[config.mk]
export PLATFORM = sky130hd
export DESIGN_NAME = mult_iter
export DESIGN_NICKNAME = d
export VERILOG_FILES = /design/src/rtl/mult_iter.sv
export SDC_FILE = /design/constraint.sdc
export NUM_CORES = 1
export LEC_CHECK = 0
export ABC_AREA = 1
export CORE_ASPECT_RATIO = 0.75
export CORE_MARGIN = 4
export CORE_UTILIZATION = 45
export CTS_BUF_LIST = sky130_fd_sc_hd__clkbuf_4 sky130_fd_sc_hd__clkbuf_8
export DETAILED_ROUTE_END_ITERATION = 10
export MAX_ROUTING_LAYER = met4
export PLACE_DENSITY = 0.66
export SLEW_MARGIN = 20
export SYNTH_ARGS = -nofsm -noshare
export SYNTH_HDL_FRONTEND = slang
export SYNTH_SLANG_ARGS = --single-unit
[constraint.sdc]
create_clock -name clk -period 6.4 [get_ports clk]
set_clock_uncertainty 0.15 [all_clocks]
set_input_delay 1.6 -clock clk [delete_from_list [all_inputs] [get_ports clk]]
set_output_delay 1.6 -clock clk [all_outputs]
set_load 0.02 [all_outputs]
[src/rtl/mult_iter.sv]
// Iterative 32x32->64 multiplier, signed or unsigned: one multiplier bit
// retired per cycle through a 33-bit add and an accumulator right shift.
module mult_iter (
  input  logic        clk,
  input  logic        resetn,
  input  logic        mult_begin,
  input  logic        mult_signed,
  input  logic [31:0] mult_op1,
  input  logic [31:0] mult_op2,
  output logic [63:0] product,
  output logic        mult_busy,
  output logic        mult_end
);

  typedef enum logic [1:0] {IDLE, RUN, DONE} state_t;

  state_t      state, state_next;
  logic [31:0] mcand;
  logic [31:0] acc_hi;
  logic [31:0] acc_lo;
  logic [4:0]  count;
  logic        neg;

  logic [31:0] op1_mag, op2_mag;
  logic [32:0] sum;
  logic [63:0] acc_step;
  logic [63:0] result;

  // Magnitudes stay 32-bit unsigned, so 0x8000_0000 maps onto itself.
  always_comb begin
    op1_mag = (mult_signed && mult_op1[31]) ? (~mult_op1 + 32'd1) : mult_op1;
    op2_mag = (mult_signed && mult_op2[31]) ? (~mult_op2 + 32'd1) : mult_op2;
  end

  always_comb begin
    sum      = {1'b0, acc_hi} + {1'b0, (acc_lo[0] ? mcand : '0)};
    acc_step = {sum, acc_lo[31:1]};
    result   = neg ? (~acc_step + 64'd1) : acc_step;
  end

  always_ff @(posedge clk or negedge resetn) begin
    if (!resetn) state <= IDLE;
    else         state <= state_next;
  end

  always_comb begin
    state_next = state;
    case (state)
      IDLE:    if (mult_begin) state_next = RUN;
      RUN:     if (count == 5'd31) state_next = DONE;
      DONE:    state_next = IDLE;
      default: state_next = IDLE;
    endcase
  end

  always_ff @(posedge clk or negedge resetn) begin
    if (!resetn) begin
      mcand   <= '0;
      acc_hi  <= '0;
      acc_lo  <= '0;
      count   <= '0;
      neg     <= 1'b0;
      product <= '0;
    end else begin
      case (state)
        IDLE: begin
          if (mult_begin) begin
            mcand  <= op1_mag;
            acc_hi <= '0;
            acc_lo <= op2_mag;
            count  <= '0;
            neg    <= mult_signed & (mult_op1[31] ^ mult_op2[31]);
          end
        end
        RUN: begin
          {acc_hi, acc_lo} <= acc_step;
          count            <= count + 5'd1;
          // The result is taken from the post-final-iteration accumulator.
          if (count == 5'd31) product <= result;
        end
        default: ;
      endcase
    end
  end

  always_comb begin
    mult_busy = (state == RUN) || (state == DONE);
    mult_end  = (state == DONE);
  end

endmodule
**After elaboration in Yosys (flattened, before gate mapping)**

Cells that the tools add are included.

- Register bits after elaboration: 168
- Bits of input ports: 68
- Output and inout port bits: 66
- Logic and storage cells: 44

- $add $sub $neg: 5
- Equality and inequality tests: 5
- Multiplexer cells: 13
- Bitwise gates (word level): 5
- Reduce and logical (&&, ||, !) cells: 9

Operator list:

| cell | number |
|---|---|
| 32-bit two-way mux | 5 |
| 32-bit one-hot mux with 2 select lines | 2 |
| 32-bit by 1-bit adder with 32-bit output, second input constant | 2 |
| 64-bit by 1-bit adder with 64-bit output, second input constant | 1 |
| 64-bit two-way mux | 1 |
| 32-bit inverter | 2 |
| 64-bit inverter | 1 |
| 32-bit by 32-bit adder with 33-bit output | 1 |
| 5-bit one-hot mux with 2 select lines | 1 |
| 2-bit AND reduction | 4 |
| 5-bit by 1-bit adder with 5-bit output, second input constant | 1 |
| 5-bit equality test, second input constant | 1 |
| 5-bit two-way mux | 1 |
| 2-bit two-way mux | 2 |
| 2-bit != test, second input constant | 2 |
| 2-bit one-hot mux with 2 select lines | 1 |
| 2-bit by 1-bit equality test with 1-bit output, second input constant | 1 |
| 2-bit equality test, second input constant | 1 |
| 1-bit logical AND | 2 |
| 2-bit logical NOT | 1 |
| 2-bit nonzero test | 1 |
| 1-bit bitwise AND | 1 |
| 1-bit logical OR | 1 |
| 1-bit XOR | 1 |

**Logic depth before layout (Yosys ltp)**

Gate-level depths: netlist of run 1.

- Depth in word-level cells: 5
- Gate-level depth with buffers: 25
- Gate-level depth less buffers: 23

**Least setup slack after synthesis of run 1**

No wires, ideal clock.

- Path kind: input to register
- Start: input mult_op1[0]
- End: register mcand[26]
- Setup time: 0.133 ns
- Arrival: 3.128 ns
- Required time: 6.117 ns
- Setup slack: 2.988 ns
- Stages: 13
- Cell sequence: inv_1 ha_1 nand3_1 inv_1 nand4_1 nor3_1 nand2_1 nand2_1 o21ai_0 nor2_1 o21ai_0 xnor2_1 o21ai_0

- Cells in the longest elaborated chain, start to end: 3

RTL lines:

| element | RTL line | text |
|---|---|---|
| start: declaration | 8 | `input logic [31:0] mult_op1,` |
| 32-bit inverter | 31 | `op1_mag = (mult_signed && mult_op1[31]) ? (~mult_op1 + 32'd1) : mult_op1;` |
| 32-bit by 1-bit adder with 32-bit output | 31 |  |
| 32-bit two-way mux | 31 |  |
| end signal: assignment | 68 | `mcand <= op1_mag;` |
| end: declaration | 18 | `logic [31:0] mcand;` |

No other way between the ends.
A chain may end at the register's enable or synchronous reset.

**Final worst setup path of run 1**

- Start: register state[1]
- End: register acc_lo[23]

- Cells in the longest elaborated chain, start to end: 3
- Elaborated cells between the ends (all ways): 6
- Classes of those cells: 2 x eq/ne; 1 x mux; 3 x reduce/logical

RTL lines:

| element | RTL line | text |
|---|---|---|
| start: declaration | 17 | `state_t state, state_next;` |
| start signal: assignment | 43 | `else state <= state_next;` |
| 2-bit by 1-bit equality test with 1-bit output / 2-bit logical NOT (equally long branches) | 65 | `case (state)` |
| 2-bit nonzero test (no line) / 2-bit != test (equally long branches) | n/a |  |
| 2-bit AND reduction (no line) | n/a |  |
| end signal: assignment | 70 | `acc_lo <= op2_mag;` |
| end signal: assignment | 76 | `{acc_hi, acc_lo} <= acc_step;` |
| end: declaration | 20 | `logic [31:0] acc_lo;` |

Several ways; a longest one is shown, not always the timed one.

==> metrics, run 1 <==
Mapped Cells 1902; die width 201 um; hold crit path type reg2reg; Hold Path Cell Cnt 2; Cell Int Power 2.85 mW; Clock Pin Slew Worst Setup and Hold Paths 0.10 ns; vias in the first global route 11174; Slew Limit Headroom 0.309; cts hold-fix bufs 0; Most used DFF post-synth dfrtp_1; syn_area_per_cell 6.58 um^2; First-pass DRT Iterations 6; postcts setup bufs 0; Synth Area in XOR/XNOR 0.0637; routed vias 12316; crit path DAT about 4.3 ns; Clock power frac 0.129; Synth cell types 46; Routed WL 38.1 mm; GRT overflow 0; worst skew pair latency just under 0.5 ns; Net Sw Frac 0.542; Max clock buf depth 2; PostCTS Resize Cnt 0; main combinational cell family by area after synthesis simple AND/OR/NAND/NOR gates; vias per std cell 5.20; buffers added on ports 133; maximum VDD drop 0.280 mV; RSZ-0062 raised after global routing false; Reg-to-Reg Start state[1]; outcome completed; flop and latch count out of synthesis about 170; Synth Area in Adders 0.0416; post-route antenna net violation count 0; DR WL/cell 16.1 um; setup_tns 0 ns; Max Slew Vio Count 0; global placement routability congestion about 0.95; design area between 0.01 and 0.015 mm^2; CP startpoint kind flip-flop; Starting Density 0.460; Req. time, crit path approximately 6.7 ns; post-synthesis mux area share 0.000900; Power per Cell Area about 430 mW/mm^2; worst reg2reg path endpoint acc_lo[23]; final core occ 0.535; sequential area share after synthesis 0.336; Critical Path Fanout Max 51; worst hold start count[4]; Cell Area, Synth between 0.01 and 0.015 mm^2; layout net count 2114; WHS Endpoint count[4]; Layout area overhead 16.2%; Tmin final 3.99 ns; critical path type reg2reg; Synth warnings 0; Vert. Die Dim 152 um; Net Switching 3.38 mW; path depth of the worst reg2reg path 11; syn_nets 2011; r2r setup slk 2.41 ns; Residual DRC 0; total power between 6 and 7 mW; clk sinks 168; first-pass GRT wire length between 60 and 70 mm; Leak 7.43 nW; TritonCTS clock tree yes; pin count of the biggest net entering global routing 114; Detailed Place HPWL 30.3 mm; initial antenna violation count 0; detailed router's first-iteration violation count 1176; Compound-Gate Fraction of Synth Area 0.128; Slew @ Worst Pin slightly above 1 ns; ys async rst share 1.00; I/O pin cnt approximately 130; fraction of layout instances using a drive strength above 1 0.0530; leading cell type in the layout, fill and taps excluded nand2_1; CP Capture Type flip-flop; Final Setup Violations 0; Std-Cell Rows 52; most frequent cells in the layout nand2_1, inv_1, o21ai_0; Max Fclk 251 MHz; Hold Fails Final Rpt 0; post-synthesis simple-gate area fraction 0.334; Layout fillers 2766; Total GRT Usage 0.256; Die ar. roughly 0.03 mm^2; clock root cell clkbuf_8; core area 0.0272 mm^2; Antenna Cells 0; max_cap viols 0; fin crit share 0.623; number of enable flip-flop cells after synthesis 0; Sequential Power Share 0.269; area after detailed placement 0.0141 mm^2; H-tree depth 4; number of CTS-inserted buffers 17; Gate power share 0.603
[critical path: stages, from the launching register on]
cell and delay, ns:
dfrtp_1 0.41, inv_1 0.08, ha_1 0.14, buf_4 0.39, clkinv_1 0.93, o21ai_2 0.43
buf_4 0.43, clkinv_1 0.15, buf_4 0.34, a21oi_1 0.21, o21ai_0 0.12, o21ai_0 0.10
[worst max path at each step]
stage                 start    endpoint  slack (ns)  cells past startpoint
2_1_floorplan   mult_op1[0]   mcand[26]        2.99                     13
3_3_place_gp   mult_op2[31]  acc_lo[30]        2.22                     10
3_5_place_dp    mult_op1[0]   mcand[26]        2.15                     14
4_1_cts            state[1]  acc_lo[23]        2.46                     11
5_1_grt            state[1]  acc_lo[21]        2.06                     11
6_report           state[1]  acc_lo[23]        2.41                     11
[cells by family after synthesis]
logic type	count (synthesis)
muxes	1
and+or+nand+nor	989
adders and majority gates	41
xor gates and xnor gates	91
DFF	168
AOI/OAI and AO/OA	297
buffers and inverters	315
[state kept, by name, indices dropped and copies added, names as in the netlist]
name     flops
state        2
acc_lo      32
mcand       32
product     64
count        5
acc_hi      32
neg          1
[cells in the mapped netlist, types with 20 or more instances]
| cell | count | share of area |
|---|---|---|
| nor2_1 | 160 | 0.048 |
| nor3_1 | 21 | 0.0084 |
| nand3_1 | 90 | 0.036 |
| ha_1 | 40 | 0.040 |
| a21oi_1 | 63 | 0.025 |
| o21ai_0 | 184 | 0.074 |
| nand2_1 | 617 | 0.19 |
| xor2_1 | 73 | 0.051 |
| nand4_1 | 21 | 0.011 |
| dfrtp_1 | 168 | 0.34 |
| inv_1 | 255 | 0.077 |
| clkbuf_1 | 48 | 0.014 |
| nor2_2 | 20 | 0.010 |
[power groups by stage]
stage / clock network (mW) / logic (mW) / registers [mW]
final: 0.802 / 3.76 / 1.67
after floorplan: 0 / 2.70 / 1.53
after CTS: 0.821 / 3.69 / 1.66
after global routing: 0.860 / 4.23 / 1.71
after detailed placement: 0 / 3.68 / 1.68
after global placement: 0 / 3.62 / 1.67
[per-layer routing]
| layer | wire length [um] | up-vias | share of wire | GRT usage |
|---|---|---|---|---|
| met3 | 3540 | 16 | 0.093 | 0.0591 |
| li1 | - | 6249 | - | - |
| met2 | 13700 | 444 | 0.36 | 0.308 |
| met4 | 262 | 0 | 0.0069 | 0.0409 |
| met5 | 0 | - | 0 | - |
| met1 | 20600 | 5607 | 0.54 | 0.424 |
[per-stage QoR]
| stage | hold slack (ns) | cells | setup WS, ns |
|---|---|---|---|
| floorplan | 0.298 | 1902 | 2.99 |
| global placement | 0.313 | 2337 | 2.22 |
| detailed placement | 0.316 | 2337 | 2.15 |
| CTS | 0.341 | 2369 | 2.46 |
| global route | 0.362 | 2369 | 2.06 |
| finish | 0.336 | 2369 | 2.41 |
[final cells by class]
cell class              count  area, um^2  area share
clock buffers              17         234      0.0161
multi-input cells        1419        7130       0.490
repair buffers            140        1390      0.0953
well taps                 351         439      0.0302
flip-flops and latches    168        4200       0.289
clock inverters            15         179      0.0123
inverters                 259         972      0.0669
No activity file was read; power rests on OpenSTA's default activity.
==> run 2, diff against run 1 <==
--- a/config.mk
+++ b/config.mk
@@ -12,7 +12,7 @@
 export CTS_BUF_LIST = sky130_fd_sc_hd__clkbuf_4 sky130_fd_sc_hd__clkbuf_8
 export DETAILED_ROUTE_END_ITERATION = 10
 export MAX_ROUTING_LAYER = met4
-export PLACE_DENSITY = 0.66
+export PLACE_DENSITY = 0.68
 export SLEW_MARGIN = 20
 export SYNTH_ARGS = -nofsm -noshare
 export SYNTH_HDL_FRONTEND = slang
==> constraint.sdc (replaced) <==
create_clock -name clk -period 3.5 [get_ports clk]
set_clock_uncertainty 0.15 [all_clocks]
set_input_delay 0.875 -clock clk [delete_from_list [all_inputs] [get_ports clk]]
set_output_delay 0.875 -clock clk [all_outputs]
set_load 0.02 [all_outputs]
==> run 2 against run 1 <==
Against the previous run:
- first-iteration DRC count is 0.17% higher
- non-clock buffer count rose by 16
- via count up 0.93%
- flip-flop and latch count unchanged
- cell area is 1.5% higher
- sequential power grew 79%
- setup slack got worse by 2.1 ns
- largest power group unchanged
- final cell count grew 0.68%
- routed wire length grew 0.35%
- worst hold slack worse by 0.15 ns
- maximum frequency is 23% higher
- largest cell class unchanged
==> metrics, run 2 (synthesis results as in run 1) <==
routed vias 12431 (+0.93%); CP startpoint kind flip-flop; number of CTS-inserted buffers 17 (unchanged); hold crit path type in2async; Leak 7.52 nW (+1.2%); first-pass GRT wire length 61.3 mm (unchanged); Hold Fails Final Rpt 0 (unchanged); postcts setup bufs 0 (unchanged); Routed WL 38.2 mm (+0.35%); Slew Limit Headroom 0.370 (+0.0608); Max Slew Vio Count 0 (unchanged); CP Capture Type flip-flop; clock root cell clkbuf_8; Starting Density 0.460 (unchanged); RSZ-0062 raised after global routing false; Vert. Die Dim 152 um (unchanged); CP Cell Sequence buf_12 -> nand2_1 -> inv_1 -> ha_1 -> nand2_1 -> inv_1 -> nand2_1 -> nand2_1 -> nand2_1 -> nand2_1 -> inv_1 -> nand2_1 -> nand2_1 -> nand2_1 -> nand2_1 -> nor2_2 -> nand2_1 -> nand2_1 -> nand2_2 -> nor2_2 -> nand2_1 -> nand2_1 -> nand3_1 -> nand2_1; TritonCTS clock tree yes; global placement routability congestion 0.969 (+1.5%); Max clock buf depth 2 (unchanged); Req. time, crit path 3.77 ns (-2.89 ns); Non-Filler Instances 2385 (+0.68%); Detailed Place HPWL 30.9 mm (+1.9%); I/O pin cnt 134 (unchanged); post-place setup slack 0.122 ns (-2.03 ns); final core occ 0.543 (+0.00828); Total GRT Usage 0.256 (about the same); fin crit share 0.924 (+0.301); H-tree depth 4 (unchanged); Reg with most FFs product; buffers added on ports 133 (unchanged); Layout fillers 2742 (-0.87%); Max Fclk 309 MHz (+23%); design area 0.0148 mm^2 (+1.5%); die width 201 um (unchanged); Clock Pin Slew Worst Setup and Hold Paths 0.10 ns (about the same); Critical Path Most Common Cell nand2_1; Slew @ Worst Pin 0.944 ns (-0.0858 ns); GRT overflow 0 (unchanged); r2r setup slk 0.26 ns (-2.15 ns); flip-flop count of the largest register after layout 64 (unchanged); initial antenna violation count 0 (unchanged); maximum VDD drop 0.785 mV (+180%); vias per std cell 5.21 (+0.26%); leading cell type in the layout, fill and taps excluded nand2_1; Final Setup Violations 0 (unchanged); Std-Cell Rows 52 (unchanged); Antenna Cells 0 (unchanged); worst setup margin 0.264 ns (-2.15 ns); detailed router's first-iteration violation count 1178 (+0.17%); most frequent cells in the layout nand2_1, inv_1, o21ai_0; critical path type reg2reg; First-pass DRT Iterations 6 (unchanged); layout net count 2130 (+0.76%); Critical Path Fanout Max 32 (-37%); setup_tns 0 ns (unchanged); placed cell count 2353 (+0.68%); crit path DAT 3.50 ns (-0.75 ns); max_cap viols 0 (unchanged); outcome completed; worst skew pair latency 0.48 ns (about the same); Power per Cell Area 791 mW/mm^2 (+84%); Layout area overhead 18.0%; fraction of layout instances using a drive strength above 1 0.0683 (+0.0153); CP max-delay cell dfrtp_1; Tmin final 3.24 ns (-0.754 ns); clk sinks 168 (unchanged); post-route antenna net violation count 0 (unchanged); core area 0.0272 mm^2 (unchanged); vias in the first global route 11208 (+0.30%); DR WL/cell 16.0 um (-0.32%); pin count of the biggest net entering global routing 62 (-46%); Die ar. 0.0306 mm^2 (unchanged); Crit path largest cell delay 0.43 ns (-0.50 ns); Residual DRC 0 (unchanged); area after detailed placement 0.0143 mm^2 (+1.0%)
[run 2: changes by cell type in the layout (fill, tap and decap cells not counted), moves of 3 or more]
cell | previous run | this run
nor2_1 | 160 | 156
ha_2 | 0 | 6
buf_4 | 7 | 21
nand2_1 | 614 | 611
nor2_2 | 20 | 23
ha_1 | 40 | 34
[run 2: area by class of cell]
| type | count | area [um^2] | share of cell area |
|---|---|---|---|
| Sequential cell | 168 | 4200 | 0.285 |
| Clock inverter | 15 | 199 | 0.0135 |
| Timing Repair Buffer | 156 | 1530 | 0.104 |
| Multi-Input combinational cell | 1419 | 7190 | 0.487 |
| Inverter | 259 | 972 | 0.0658 |
| Clock buffer | 17 | 234 | 0.0158 |
| Tap cell | 351 | 439 | 0.0297 |
[run 2: final timing paths]
kind,depth (start not counted),to,from
hold / removal,1,state[1],resetn
setup / recovery,24,product[63],acc_lo[0]
max in group asynchronous,2,product[44],resetn
min in group clk,2,product[40],product[40]
hold reg to reg,2,product[40],product[40]
setup reg to reg,24,product[63],acc_lo[0]
[run 2: metal layers]
layer	global-route usage	vias up	wire, um
met3	0.0645	26	3600
met1	0.415	5694	20300
met5	-	-	0
met2	0.318	427	14000
li1	-	6284	-
met4	0.0373	0	312
[run 2: power by group]
part / total [mW] / leakage [nW] / internal [mW] / switching, mW
logic: 7.13 / 5.10 / 2.25 / 4.88
clock network: 1.55 / 0.213 / 0.678 / 0.871
registers: 2.99 / 2.20 / 2.48 / 0.509
total: 11.7 / 7.52 / 5.41 / 6.26
[run 2: worst max-delay path: cells and delay by family (launching register included)]
kind                       cells  cell delay, ns
adders and majority gates      1            0.40
buffers and inverters          4            0.40
DFF                            1            0.43
and+or+nand+nor               19            1.79
[run 2: what timing repair did]
item,4_1_cts,5_1_grt
hold buffers,0,0
endpoints found under the setup margin,0,13
resized for setup,0,21
[run 2: through the flow]
step / power, mW / hold slack, ns
floorplan: 7.73 / 0.298
global placement: 9.77 / 0.312
detailed placement: 9.89 / 0.317
CTS: 11.5 / 0.204
global route: 12.7 / 0.210
finish: 11.7 / 0.188
==> run 3, diff against run 2 <==
--- a/config.mk
+++ b/config.mk
@@ -13,7 +13,6 @@
 export DETAILED_ROUTE_END_ITERATION = 10
 export MAX_ROUTING_LAYER = met4
 export PLACE_DENSITY = 0.68
-export SLEW_MARGIN = 20
 export SYNTH_ARGS = -nofsm -noshare
 export SYNTH_HDL_FRONTEND = slang
 export SYNTH_SLANG_ARGS = --single-unit
==> results of run 3 <==
Final layout, timing and power as in run 2 (identical DEF).
